`src/rtl/pipeline_stall_ctrl.sv`:
```
// pipeline_stall_ctrl
//   Turns hazard-detection stall requests and EX/MEM redirect requests into
//   the enables and flushes of the PC, IF/ID, ID/EX and EX/MEM registers.
//   It holds the front end on a stall, injects ID/EX bubbles, and squashes
//   wrong-path instructions over a multi-cycle flush window. A watchdog sets
//   a sticky flag after too many consecutive stall cycles.
//
// Ports
//   clk            in   rising-edge clock
//   rst            in   synchronous, active-high reset
//   hz_stall       in   stall request (load-use / memory structural)
//   branch_taken   in   redirect request from EX/MEM (wins over hz_stall)
//   pc_write_en    out  PC register enable
//   if_id_write_en out  IF/ID register enable
//   if_id_flush    out  IF/ID clears to NOP
//   id_ex_flush    out  ID/EX control fields zeroed (bubble)
//   ex_mem_flush   out  EX/MEM control fields zeroed (asserted only in reset)
//   ctrl_state     out  registered FSM state: 00 RUN, 01 STALL, 10 FLUSH
//   stall_timeout  out  sticky watchdog flag, cleared only by rst
//   perf_stall_cyc out  cycles with pc_write_en=0 outside reset
//   perf_flush_cnt out  accepted redirects
//
// Configuration macro STALL_PERF_EN: when defined, the two perf counters
// are built; when undefined they have no flops and read as zero.

module pipeline_stall_ctrl #(
    parameter int FLUSH_CYCLES = 2,   // 1..7
    parameter int MAX_STALL    = 15,  // 1..255
    parameter int STALL_W      = 8    // must hold MAX_STALL
) (
    input  logic        clk,
    input  logic        rst,
    input  logic        hz_stall,
    input  logic        branch_taken,
    output logic        pc_write_en,
    output logic        if_id_write_en,
    output logic        if_id_flush,
    output logic        id_ex_flush,
    output logic        ex_mem_flush,
    output logic [1:0]  ctrl_state,
    output logic        stall_timeout,
    output logic [31:0] perf_stall_cyc,
    output logic [31:0] perf_flush_cnt
);

    typedef enum logic [1:0] {
        RUN   = 2'b00,
        STALL = 2'b01,
        FLUSH = 2'b10
    } state_e;

    localparam logic [2:0]         FCNT_RELOAD = 3'(FLUSH_CYCLES - 1);
    localparam logic [STALL_W-1:0] STALL_LIMIT = STALL_W'(MAX_STALL);

    state_e             state_q, state_d;
    logic [2:0]         fcnt_q, fcnt_d;
    logic [STALL_W-1:0] scnt_q, scnt_d;
    logic               timeout_q, timeout_d;

    // Outputs and next state. Redirect beats everything (except reset) in
    // every state; the remaining flush-window cycles come from fcnt.
    always_comb begin
        state_d        = RUN;
        fcnt_d         = fcnt_q;
        pc_write_en    = 1'b1;
        if_id_write_en = 1'b1;
        if_id_flush    = 1'b0;
        id_ex_flush    = 1'b0;
        ex_mem_flush   = 1'b0;
        if (rst) begin
            pc_write_en    = 1'b0;
            if_id_write_en = 1'b0;
            if_id_flush    = 1'b1;
            id_ex_flush    = 1'b1;
            ex_mem_flush   = 1'b1;
            fcnt_d         = 3'd0;
        end else if (branch_taken) begin
            if_id_flush = 1'b1;
            id_ex_flush = 1'b1;
            fcnt_d      = FCNT_RELOAD;
            // A one-cycle window is fully covered by this cycle's flush.
            state_d     = (FLUSH_CYCLES == 1) ? RUN : FLUSH;
        end else if (state_q == FLUSH) begin
            // hz_stall is ignored here: its source is a wrong-path instruction.
            if_id_flush = 1'b1;
            id_ex_flush = 1'b1;
            fcnt_d      = fcnt_q - 3'd1;
            state_d     = (fcnt_q == 3'd1) ? RUN : FLUSH;
        end else if (hz_stall) begin
            pc_write_en    = 1'b0;
            if_id_write_en = 1'b0;
            id_ex_flush    = 1'b1;
            state_d        = STALL;
        end
    end

    // Watchdog: count consecutive effective stall cycles, saturating.
    always_comb begin
        scnt_d = '0;
        if (hz_stall && state_q != FLUSH && !branch_taken)
            scnt_d = (&scnt_q) ? scnt_q : scnt_q + 1'b1;
        timeout_d = timeout_q | (scnt_d == STALL_LIMIT);
    end

    always_ff @(posedge clk) begin
        if (rst) begin
            state_q   <= RUN;
            fcnt_q    <= 3'd0;
            scnt_q    <= '0;
            timeout_q <= 1'b0;
        end else begin
            state_q   <= state_d;
            fcnt_q    <= fcnt_d;
            scnt_q    <= scnt_d;
            timeout_q <= timeout_d;
        end
    end

    assign ctrl_state    = state_q;
    assign stall_timeout = timeout_q;

`ifdef STALL_PERF_EN
    logic [31:0] perf_stall_q, perf_flush_q;

    always_ff @(posedge clk) begin
        if (rst) begin
            perf_stall_q <= 32'd0;
            perf_flush_q <= 32'd0;
        end else begin
            if (!pc_write_en)
                perf_stall_q <= perf_stall_q + 32'd1;
            if (branch_taken)
                perf_flush_q <= perf_flush_q + 32'd1;
        end
    end

    assign perf_stall_cyc = perf_stall_q;
    assign perf_flush_cnt = perf_flush_q;
`else
    assign perf_stall_cyc = 32'd0;
    assign perf_flush_cnt = 32'd0;
`endif

endmodule

```
`config.mk`:
```
export PLATFORM = sky130hd
export DESIGN_NAME = pipeline_stall_ctrl
export DESIGN_NICKNAME = d
export VERILOG_FILES = /design/src/rtl/pipeline_stall_ctrl.sv
export SDC_FILE = /design/constraint.sdc
export NUM_CORES = 1
export LEC_CHECK = 0
export CAP_MARGIN = 25
export CELL_PAD_IN_SITES_DETAIL_PLACEMENT = 0
export CELL_PAD_IN_SITES_GLOBAL_PLACEMENT = 1
export CORE_MARGIN = 2
export CORE_UTILIZATION = 23
export CTS_CLUSTER_SIZE = 16
export DETAILED_ROUTE_END_ITERATION = 6
export PLACE_DENSITY = 0.73
export SYNTH_ARGS = -nofsm -noshare
export SYNTH_HDL_FRONTEND = slang
export SYNTH_SLANG_ARGS = --single-unit
```
`constraint.sdc`:
```
create_clock -name clk -period 1.4 [get_ports clk]
set_input_delay 0.35 -clock clk [delete_from_list [all_inputs] [get_ports clk]]
set_output_delay 0.35 -clock clk [all_outputs]
set_load 0.01 [all_outputs]
```
==> summary.txt <==
Logic synthesis
  • Post-synth EDFFs: 0
  • Fraction of registers with async set or reset after synthesis: 0
  • Yosys cell types: 35
  • Flops & latches, synth: 14
  • Cell count after synthesis: 144
  • Seq/Total Area, Yosys: 0.227
  • Syn avg cell area: 8.58 sq um
  • Yosys warns: 0
  • Top FF cell, synth: dfxtp_1
  • Cell Area, Synth: around 0.0012 sq mm

Timing
  • RSZ-0062 raised after global routing: yes
  • Max Freq: 654 MHz
  • Final worst-path cycle share: 1.09
  • Hold Violations, Final: 0
  • Setup WS post-layout: -128 ps
  • Worst hold margin: 542 ps
  • Tmin final: 1530 ps
  • Setup_tns: -274 ps
  • Post-Route Skew: 1.95 ps
  • Max-slew violations: 0
  • Setup Viol. Count Final: 4

Critical path
  • Worst Path Required: 1050 ps
  • Critical-path cell list: nor2b_4 -> nor3_4 -> or2b_1 -> buf_2
  • CP max FO: 3
  • Buffers & Inverters on Critical Path: 1
  • Worst path slowest cell: dfxtp_2
  • Family with the most delay on the worst path: simple AND/OR/NAND/NOR gates
  • Setup crit start kind: flip-flop
  • Slowest stage delay, CP: 320 ps
  • Reg-to-Reg Start: scnt_q[1]
  • Crit Path Category: reg2out
  • Worst setup path startpoint: ctrl_state[1]
  • Worst EP arrival: 1180 ps
  • CP endpoint kind: primary output

Detailed routing
  • Antenna-violating nets left: 0
  • First DRT Iteration DRCs: between 40 and 50
  • Vias: 768
  • Wire per inst: 7.71 microns
  • Final WL: 1820 microns
  • DR vias/cell: 3.25
  • Drt drc: 0
  • Pre-antenna DRT Iters: 4

Final layout
  • Area Growth Syn to Fin: 6.78%
  • Fin area: about 0.0013 sq mm
  • Layout cells sized above 1: 0.235
  • Fillers: just under 600
  • Final #Nets: 174
  • Fin util: 0.257
  • Most frequent cells in the layout: conb_1 (64), nor2_1 (13), dfxtp_1 (12), buf_4 (11), dlygate4sd2_1 (5)
  • # diodes: 0
  • Commonest non-fill, non-tap cell in the layout: conb_1

Floorplan
  • Die area: 0.00598 sq mm
  • Die height: 77.3 microns
  • Initial Utilization: 0.241
  • I/O Pins: 76
  • Die X: around 77 microns
  • Row cnt: 26
  • Placeable Area: 0.00514 sq mm

CTS
  • Clk slew on worst S/H paths: 60 ps
  • Root Buffer: clkbuf_8
  • Clk Latency, worst-skew pair: approximately 250 ps
  • H-tree depth: 1
  • Longest Clk Path Bufs: 2
  • Hold Buf Count CTS: 0
  • CTS tree: done
  • CTS sink cnt: 14
  • CTS Buf Count: 3

Place
  • GP Congestion: 0.737
  • IO Port Bufs: 11
  • Placed Area: 0.00123 sq mm
  • Hpwl dp: around 1400 microns

Pwr
  • Leakage power total: 0.000649 uW
  • Peak VDD IR: 304 uV
  • Pwr per Cell Area: approximately 770 mW/mm^2

GRT
  • First-pass GRT wire length: 2600 microns
  • Largest net degree at the start of global routing: 9
  • Overall Global Routing Usage: 0.0558
  • Initial antenna violation count: 0
  • Vias in the first global route: 593
  • GRT Residual Overflow: 0

Hold path
  • Class of the worst hold path: reg2reg
  • Hold path start: fcnt_q[1]

Status
  • Violated checks: negative setup slack
  • Status: complete, but fails checks

Flow run
  • Max-cap violations: 0
flip-flops by register name, summed over array words and instances, names as in the netlist:
register and count:
stall_timeout 1, fcnt_q 3, scnt_q 8, ctrl_state 2
metal layers:
metal / up-vias / track usage / wire (microns)
met2: 43 / 0.0913 / 879
li1: 381 / - / -
met4: 0 / 0.0214 / 16
met5: - / 0 / 0
met1: 342 / 0.0607 / 729
met3: 2 / 0.0294 / 194
per-stage QoR:
stage,total power (uW),instances,setup WS [ps]
final,1010,236,-128
after detailed placement,615,230,-738
after CTS,1020,236,-151
after floorplan,697,207,2.17
after global routing,1070,236,-175
after global placement,613,230,-691
cell usage after synthesis, types with 2 or more instances:
master | n | share of area
buf_4 | 66 | 0.40
dfxtp_1 | 14 | 0.23
nor2_1 | 14 | 0.043
nand2_1 | 5 | 0.015
a21oi_1 | 3 | 0.012
ha_1 | 3 | 0.030
inv_1 | 3 | 0.0091
nor3_1 | 3 | 0.012
xor2_1 | 3 | 0.021
and3_1 | 2 | 0.010
buf_6 | 2 | 0.018
nor3_4 | 2 | 0.026
xnor2_1 | 2 | 0.014
layout make-up:
cell class / instances / area, sq um / share of cell area
flip-flops and latches: 14 / 283 / 0.214
repair buffers: 23 / 186 / 0.141
inverters: 4 / 20.0 / 0.0152
clock buffers: 4 / 55.1 / 0.0417
multi-input cells: 121 / 688 / 0.521
well taps: 70 / 87.6 / 0.0664
final timing paths:
check	endpoint	slack (ps)	cells after the start
worst max-delay path	id_ex_flush	-130	4
worst min-delay path	fcnt_q[1]	540	2
worst max register to register	stall_timeout	50	4
worst min register to register	fcnt_q[1]	540	2
worst reg2reg max path, delay by kind of cell, from the launching register on:
| kind | cells | cell delay (ps) |
|---|---|---|
| flops | 1 | 340 |
| fa+ha+maj | 1 | 260 |
| compound gates | 1 | 170 |
| simple gates | 2 | 530 |
kinds of logic (layout without fill, tap and decap cells):
kind of cell,count (synthesis),after routing,share of synthesized area
buffers and inverters,72,31,0.435
AND/OR/NAND/NOR,39,39,0.202
flip-flops,14,14,0.227
AO/OA/AOI/OAI,9,9,0.0587
XOR/XNOR,5,5,0.0354
adder cells (fa/ha/maj),3,3,0.0304
other,1,64,0.00303
multiplexers,1,1,0.00810
power by group:
part / switching [uW] / leakage [uW] / internal [uW]
logic: 137 / 0.000506 / 64.5
clock network: 149 / 0.0000288 / 249
registers: 5.85 / 0.000114 / 409
timing repair:
| action | 4_1_cts | 5_1_grt |
|---|---|---|
| cloned | 0 | 0 |
| resized for setup | 31 | 9 |
| pin swaps | 2 | 4 |
| endpoints found under the hold margin | 0 | 0 |
| endpoints found under the setup margin | 11 | 7 |
| setup buffers | 2 | 1 |
Power figures use the tool's default switching activity.
